<file path="src/rtl/caxi4interconnect_dwc_wchan_reg_slice.sv">
//----------------------------------------------------------------------------
// caxi4interconnect_dwc_wchan_reg_slice
//
// Two-entry skid buffer for the AXI4 W channel. It sits on the output of the
// data-width down-converter. The main register M drives SLAVE_W*. The skid
// register S catches one beat when the downstream side stalls while the
// upstream side is still pushing. Every output comes straight from a flop, so
// there is no combinational path from any input to any output.
//
// Handshake: a beat moves on a rising ACLK edge where valid and ready are both
// high. Upstream transfer = MASTER_WVALID & MASTER_WREADY. Downstream transfer
// = SLAVE_WVALID & SLAVE_WREADY. While SLAVE_WVALID is high and no transfer
// has happened, SLAVE_WVALID and the SLAVE_W* payload do not change.
//
// Ports
//   ACLK, sysReset       clock; asynchronous active-low reset
//   MASTER_W*            upstream payload, valid in, ready out
//   SLAVE_W*             downstream payload, valid out, ready in
//   OCCUPANCY            beats held (0..2); this is also the FSM state
//----------------------------------------------------------------------------
module caxi4interconnect_dwc_wchan_reg_slice #(
  parameter int DATA_WIDTH = 32,
  parameter int STRB_WIDTH = 4,
  parameter int ID_WIDTH   = 1,
  parameter int USER_WIDTH = 1
) (
  input  logic                  ACLK,
  input  logic                  sysReset,
  input  logic [ID_WIDTH-1:0]   MASTER_WID,
  input  logic [DATA_WIDTH-1:0] MASTER_WDATA,
  input  logic [STRB_WIDTH-1:0] MASTER_WSTRB,
  input  logic                  MASTER_WLAST,
  input  logic [USER_WIDTH-1:0] MASTER_WUSER,
  input  logic                  MASTER_WVALID,
  output logic                  MASTER_WREADY,
  output logic [ID_WIDTH-1:0]   SLAVE_WID,
  output logic [DATA_WIDTH-1:0] SLAVE_WDATA,
  output logic [STRB_WIDTH-1:0] SLAVE_WSTRB,
  output logic                  SLAVE_WLAST,
  output logic [USER_WIDTH-1:0] SLAVE_WUSER,
  output logic                  SLAVE_WVALID,
  input  logic                  SLAVE_WREADY,
  output logic [1:0]            OCCUPANCY
);

  localparam int PW = ID_WIDTH + DATA_WIDTH + STRB_WIDTH + 1 + USER_WIDTH;

  // The encoding equals the number of beats held; OCCUPANCY mirrors it.
  typedef enum logic [1:0] {
    ST_EMPTY = 2'd0,
    ST_ONE   = 2'd1,
    ST_FULL  = 2'd2
  } state_t;

  state_t          state_q, state_d;
  logic [PW-1:0]   m_q, m_d;
  logic [PW-1:0]   s_q, s_d;
  logic            wready_q, wready_d;
  logic            wvalid_q, wvalid_d;
  logic [1:0]      occ_q, occ_d;

  logic [PW-1:0]   in_pl;
  logic            up_xfer;
  logic            dn_xfer;

  assign in_pl   = {MASTER_WID, MASTER_WDATA, MASTER_WSTRB, MASTER_WLAST, MASTER_WUSER};
  assign up_xfer = MASTER_WVALID & wready_q;
  assign dn_xfer = wvalid_q & SLAVE_WREADY;

  always_comb begin
    state_d = state_q;
    m_d     = m_q;
    s_d     = s_q;
    case (state_q)
      ST_EMPTY: begin
        if (up_xfer) begin
          m_d     = in_pl;
          state_d = ST_ONE;
        end
      end
      ST_ONE: begin
        if (up_xfer && dn_xfer) begin
          // M leaves and the new beat replaces it on the same edge.
          m_d = in_pl;
        end else if (up_xfer) begin
          s_d     = in_pl;
          state_d = ST_FULL;
        end else if (dn_xfer) begin
          state_d = ST_EMPTY;
        end
      end
      ST_FULL: begin
        // wready_q is low here, so no upstream beat can arrive.
        if (dn_xfer) begin
          m_d     = s_q;
          state_d = ST_ONE;
        end
      end
      default: begin
        state_d = ST_EMPTY;
      end
    endcase

    // Outputs are registered from the next state so they line up with it.
    wready_d = (state_d != ST_FULL);
    wvalid_d = (state_d != ST_EMPTY);
    occ_d    = state_d;
  end

  always_ff @(posedge ACLK or negedge sysReset) begin
    if (!sysReset) begin
      state_q  <= ST_EMPTY;
      m_q      <= '0;
      s_q      <= '0;
      wready_q <= 1'b1;
      wvalid_q <= 1'b0;
      occ_q    <= 2'd0;
    end else begin
      state_q  <= state_d;
      m_q      <= m_d;
      s_q      <= s_d;
      wready_q <= wready_d;
      wvalid_q <= wvalid_d;
      occ_q    <= occ_d;
    end
  end

  assign MASTER_WREADY = wready_q;
  assign SLAVE_WVALID  = wvalid_q;
  assign OCCUPANCY     = occ_q;
  assign {SLAVE_WID, SLAVE_WDATA, SLAVE_WSTRB, SLAVE_WLAST, SLAVE_WUSER} = m_q;

endmodule

</file>
<file path="config.mk">
export PLATFORM = sky130hd
export DESIGN_NAME = caxi4interconnect_dwc_wchan_reg_slice
export DESIGN_NICKNAME = d
export VERILOG_FILES = /design/src/rtl/caxi4interconnect_dwc_wchan_reg_slice.sv
export SDC_FILE = /design/constraint.sdc
export NUM_CORES = 1
export LEC_CHECK = 0
export BUFFER_PORTS_ARGS = -buffer_cell sky130_fd_sc_hd__buf_4
export CAP_MARGIN = 20
export CORE_UTILIZATION = 25
export CTS_BUF_LIST = sky130_fd_sc_hd__clkbuf_4 sky130_fd_sc_hd__clkbuf_8
export DETAILED_ROUTE_END_ITERATION = 7
export PLACE_DENSITY_LB_ADDON = 0.3
export SYNTH_ARGS = -nofsm -noshare
export SYNTH_HDL_FRONTEND = slang
export SYNTH_SLANG_ARGS = --single-unit
</file>
<file path="constraint.sdc">
create_clock -name ACLK -period 2.15 [get_ports ACLK]
set_clock_uncertainty 0.15 [all_clocks]
set_input_delay 0.215 -clock ACLK [delete_from_list [all_inputs] [get_ports ACLK]]
set_output_delay 0.215 -clock ACLK [all_outputs]
set_load 0.03 [all_outputs]
</file>
==> results.yml, run 1 <==
synthesis:
  ys_seq_area_share_pct: 56.0
  netlist_area_um2: 3670
  netlist_instances: 228
  synth_nets: 271
  syn_avg_cell_area_um2: 16.1
  ys_seq_elements: 82
  yosys_warnings: 0
  synth_cell_types: 20
drt:
  routedWlPerCell_um: 13.8
  drt_iter0_drc: 59
  drc: 0
  vias_per_cell: 4.20
  ant_nets: 0
  num_vias: 2299
  drt-pass1-iter-count: 4
  wl_um: 7570
power_and_ir_drop:
  powerDensity_nw_per_um2: 1430
  ir_worst_vdd_mv: 0.562
  p_leak_nw: 2.30
global_route:
  grt_pass1_wl_um: 12200
  grt_start_max_net_pins: 39
  track_usage_pct: 11.0
  antenna_found_initial: 0
  grt_pass1_vias: 2441
  grt-ovfl-total: 0
sta:
  tns_ns: 0
  worst_slew_margin_rel_pct: 75.8
  timing.hold.ws_ns: 0.107
  tightest_slew_ns: 0.363
  layout_min_cycle_time_ns: 1.90
  rsz0062_at_grt: "false"
  min_period_over_period_pct: 88.6
  setup_viol: 0
  setup_ws_ns: 0.246
  drv_slew: 0
  max_freq_mhz: 525
  hold_violations: 0
setup_path:
  timing.critical_path.slowest_cell_delay_ns: 0.57
  worstPathCellList: "nand2_1, o32ai_4, buf_12, mux2_2"
  critPathLaunchType: "flip-flop"
  crit_end: "m_q[19]"
  cp.depth: 4
  rr_endpoint: "m_q[19]"
  worstSetupPathType: "flip-flop to flip-flop"
  startpoint: "MASTER_WREADY"
  rr_worst_depth: 4
  reg2reg_setup_slack_ns: 0.25
  r2r-start: "MASTER_WREADY"
  path_delay_family: "flip-flops"
  critPathCaptureType: "flip-flop"
  critPathBufInv: 1
  worstPathRequired_ns: 2.25
  critPathMaxFanout: 30
  cp.arrival_ns: 2.00
  slowest_stage: "dfstp_2"
outcome:
  status: "finished, final reports clean"
job:
  maxCapViolations: 0
clock_network:
  cts_buffers: 9
  hold_buffers: 42
  cts_tree: "done"
  clk_latency_ns: 0.36
  numClockSinks: 82
  cts_setup_buffers: 0
  cts_resized: 0
  clockBufferDepth: 2
  htreeDepth: 3
  clk_pin_slew_ns: 0.09
  root_buffer: "clkbuf_8"
placement:
  place_hpwl_um: 5010
  place_ws_ns: 0.246
  numPlacedInstances: 489
  numPortBuffers: 85
  place_congestion: 0.663
layout:
  fin_util_pct: 36.9
  drive_above_1_share_pct: 59.9
  final.fill_count: 1384
  nNetsFinal: 405
  final_cells: 547
  syn_to_final_growth_pct: 41.9
  insertedDiodeCount: 0
floorplan:
  die_h_um: 123
  initial_core_util_pct: 26.0
  die_x_um: 123
  ios: 86
  die_area_um2: 15200
  num_rows: 43
  coreArea_um2: 14100
min_path:
  hold_path_class: "primary input to asynchronous set/reset pin"
-- sequential cells by signal, indices dropped and copies added, names as in the netlist --
signal and count:
MASTER_WREADY 1, OCCUPANCY 2, SLAVE_WVALID 1, s_q 39, m_q 39
-- kinds of logic after synthesis --
logic type | after synthesis | share of synthesized area (%)
flip-flops | 82 | 56.0
AO/OA/AOI/OAI | 10 | 2.49
multiplexers | 117 | 37.8
buffers and inverters | 12 | 2.56
AND/OR/NAND/NOR | 7 | 1.23
-- worst min path at each step --
stage                    to     start  cells after the start  slack (ns)
6_report             m_q[0]  sysReset                      2        0.11
4_1_cts              m_q[0]  sysReset                      2        0.09
3_3_place_gp         m_q[0]  sysReset                      1       -0.04
2_1_floorplan  OCCUPANCY[0]  sysReset                      0       -0.23
5_1_grt              m_q[0]  sysReset                      2        0.10
3_5_place_dp         m_q[0]  sysReset                      1       -0.04
-- synthesized netlist by cell type --
cell type,n,area [µm²]
a21oi_1,4,20.0
and2b_4,1,10.0
o21ai_0,1,5.00
a21boi_4,1,18.8
nand2_1,3,11.3
o32ai_4,1,27.5
nand2b_1,1,6.26
buf_6,5,56.3
dfstp_2,1,26.3
and3b_1,1,8.76
dfrtp_1,81,2030
mux2_1,11,124
mux2_4,18,270
o22ai_1,1,6.26
mux2_2,88,991
a31oi_1,1,6.26
a21o_1,1,7.51
buf_4,1,7.51
and4_1,1,8.76
buf_2,6,30.0
-- through the flow --
step	power (W)	instance area (µm²)
2_1_floorplan	0.00509	3670
3_3_place_gp	0.00616	4560
3_5_place_dp	0.00624	4560
4_1_cts	0.00759	5210
5_1_grt	0.00796	5210
6_report	0.00747	5210
-- routing by layer --
metal,share of wire (%),track usage (%),vias to the layer above,wire length [µm]
li1,-,-,1091,-
met1,45,12.9,1140,3380
met5,0,0,-,0
met4,1.6,4.74,0,124
met2,48,18.0,56,3660
met3,5.3,3.97,12,402
-- layout make-up --
class / instances / area (µm²) / share of cell area [%]
Clock inverter: 5 / 77.6 / 1.49
Sequential cell: 82 / 2050 / 39.4
Clock buffer: 11 / 145 / 2.79
Multi-Input combinational cell: 134 / 1520 / 29.3
Timing Repair Buffer: 135 / 1180 / 22.7
Tap cell: 180 / 225 / 4.33
-- report_power, final --
part | switching (W) | internal [W] | total [W] | leakage (nW)
Clock | 0.000556 | 0.000695 | 0.00125 | 0.113
Sequential | 0.000428 | 0.00234 | 0.00277 | 0.969
Combinational | 0.00167 | 0.00179 | 0.00345 | 1.22
Total | 0.00265 | 0.00482 | 0.00747 | 2.30
-- cell usage in the layout, fill, tap and decap left out, types with 2 or more instances in the layout --
master	n
dlygate4sd3_1	42
clkinv_2	2
nand2_1	2
buf_4	88
mux2_2	88
mux2_4	18
clkbuf_8	10
dfrtp_1	81
mux2_1	11
a21oi_1	4
buf_12	5
bufinv_16	2
Note: power is estimated with default switching activity, not from simulation.
==> run 2, diff against run 1 <==
--- a/config.mk
+++ b/config.mk
@@ -5,7 +5,7 @@
 export SDC_FILE = /design/constraint.sdc
 export NUM_CORES = 1
 export LEC_CHECK = 0
-export BUFFER_PORTS_ARGS = -buffer_cell sky130_fd_sc_hd__buf_4
+export BUFFER_PORTS_ARGS = -buffer_cell sky130_fd_sc_hd__buf_2
 export CAP_MARGIN = 20
 export CORE_UTILIZATION = 25
 export CTS_BUF_LIST = sky130_fd_sc_hd__clkbuf_4 sky130_fd_sc_hd__clkbuf_8
==> run 2 against run 1 <==
Against the previous run:
- utilization fell by 1.6 points
- sequential share of layout area grew 1.8 points
- setup slack worse by 0.045 ns
- critical path depth unchanged
- hold slack worse by 0.011 ns
- global-route usage down 0.11 points
- flip-flop and latch count unchanged
- non-clock buffer count is 2 lower
- largest cell class unchanged
- largest power group unchanged
==> results.yml, run 2 (same netlist as run 1, synthesis figures left out) <==
outcome:
  status: "finished, final reports clean"
min_path:
  hold_path_class: "primary input to flip-flop"
  hp-start: "MASTER_WVALID"
  hold_path_end: "SLAVE_WVALID"
  min_path_cells: 3
setup_path:
  path_delay_family: "flip-flops"
  r2r-start: "MASTER_WREADY"
  slowest_stage: "dfstp_2"
  critPathLaunchType: "flip-flop"
  critPathBufInv: 1
  timing.critical_path.slowest_cell_delay_ns: 0.56
  worstPathCellList: "nand2_1, o32ai_4, buf_4, mux2_2"
  rr_worst_depth: 4
  critPathCaptureType: "flip-flop"
  worstPathRequired_ns: 2.25
  worstSetupPathType: "flip-flop to flip-flop"
  critPathMaxFanout: 15
  rr_endpoint: "m_q[31]"
  reg2reg_setup_slack_ns: 0.20
  cp.arrival_ns: 2.05
layout:
  final_area_um2: 4980
  drive_above_1_share_pct: 60.0
  syn_to_final_growth_pct: 35.9
  nNetsFinal: 403
  final_cell_mix: "mux2_2 (88), buf_2 (84), dfrtp_1 (81), dlygate4sd3_1 (41), mux2_4 (18)"
  final_common_cell: "mux2_2"
  insertedDiodeCount: 0
  final.fill_count: 1433
floorplan:
  num_rows: 43
  initial_core_util_pct: 26.0
  coreArea_um2: 14100
  ios: 86
  die_x_um: 123
  die_h_um: 123
  die_area_um2: 15200
placement:
  place_hpwl_um: 5000
  dpl_cell_area_um2: 4330
  numPortBuffers: 85
  place_congestion: 0.695
clock_network:
  root_buffer: "clkbuf_8"
  clk_latency_ns: 0.36
  cts_resized: 0
  numClockSinks: 82
  clockBufferDepth: 2
  cts_buffers: 9
  hold_buffers: 41
  cts_tree: "done"
  htreeDepth: 3
  cts_setup_buffers: 0
  clk_pin_slew_ns: 0.08
power_and_ir_drop:
  p_sw_share_pct: 36.3
  power_frac_seq_pct: 37.7
  switchingPower_w: 0.00265
  ir_worst_vdd_mv: 0.577
  clkPwrFrac_pct: 18.5
  p_comb_share_pct: 43.7
  powerDensity_nw_per_um2: 1470
  p_leak_nw: 2.22
  p_int_w: 0.00466
sta:
  worst_slew_margin_rel_pct: 66.0
  tightest_slew_ns: 0.509
  min_period_over_period_pct: 90.7
  tns_ns: 0
  layout_min_cycle_time_ns: 1.95
  max_freq_mhz: 513
  drv_slew: 0
  rsz0062_at_grt: "false"
  setup_viol: 0
  hold_violations: 0
global_route:
  grt_pass1_vias: 2344
  grt_start_max_net_pins: 45
  grt_pass1_wl_um: 12100
  grt-ovfl-total: 0
  track_usage_pct: 10.9
  antenna_found_initial: 0
drt:
  wl_um: 7690
  drt_iter0_drc: 90
  vias_per_cell: 4.27
  routedWlPerCell_um: 14.1
  num_vias: 2326
  ant_nets: 0
  drc: 0
  drt-pass1-iter-count: 3
job:
  maxCapViolations: 0
-- run 2: cell types whose count changed in the layout (fill, tap and decap cells not counted) --
cell and delta:
buf_12 -1, buf_2 +84, buf_4 -84, bufinv_16 +1, clkbuf_4 +1, clkbuf_8 -1, clkinv_2 -1, dlygate4sd3_1 -1
-- run 2: final cells by class --
cell class / instances / area (µm²) / share of cell area (%)
flip-flops and latches: 82 / 2050 / 41.2
multi-input cells: 134 / 1520 / 30.6
repair buffers: 133 / 941 / 18.9
well taps: 180 / 225 / 4.52
clock buffers: 11 / 139 / 2.79
clock inverters: 5 / 103 / 2.06
-- run 2: worst max path at each step --
stage	slack [ns]	startpoint	endpoint	cells after the start
finish	0.20	MASTER_WREADY	m_q[31]	4
global route	0.11	MASTER_WREADY	m_q[28]	4
CTS	0.19	MASTER_WREADY	m_q[31]	4
detailed placement	0.19	MASTER_WREADY	m_q[27]	4
global placement	0.26	MASTER_WREADY	m_q[32]	4
floorplan	0.19	MASTER_WREADY	m_q[35]	5
-- run 2: worst min-delay path, delay by kind of cell --
kind | cells | cell delay [ns]
buffers and inverters | 1 | 0.11
AOI/OAI and AO/OA | 2 | 0.22
-- run 2: power by group through the flow --
stage               logic [W]  clock network [W]  registers [W]
floorplan             0.00158                  0        0.00352
global placement      0.00313                  0        0.00275
detailed placement    0.00319                  0        0.00279
CTS                   0.00326            0.00142        0.00277
global route          0.00342            0.00148        0.00286
finish                0.00320            0.00135        0.00276
-- run 2: routing by layer --
metal	vias up	share of wire [%]	wire length, µm	GRT usage [%]
met1	1175	46	3520	13.2
met2	56	47	3640	17.4
met4	0	1.2	92	3.61
met3	8	5.7	435	4.52
li1	1087	-	-	-
met5	-	0	0	0
-- run 2: per-stage QoR --
stage | instances | setup slack [ns] | utilization, % | hold WS [ns] | power (W)
floorplan | 228 | 0.185 | - | -0.231 | 0.00509
global placement | 488 | 0.257 | 30.7 | 0.0763 | 0.00588
detailed placement | 488 | 0.193 | 30.7 | 0.0723 | 0.00598
CTS | 545 | 0.187 | 35.4 | 0.0521 | 0.00744
global route | 545 | 0.110 | 35.4 | 0.0804 | 0.00776
finish | 545 | 0.201 | 35.4 | 0.0960 | 0.00731
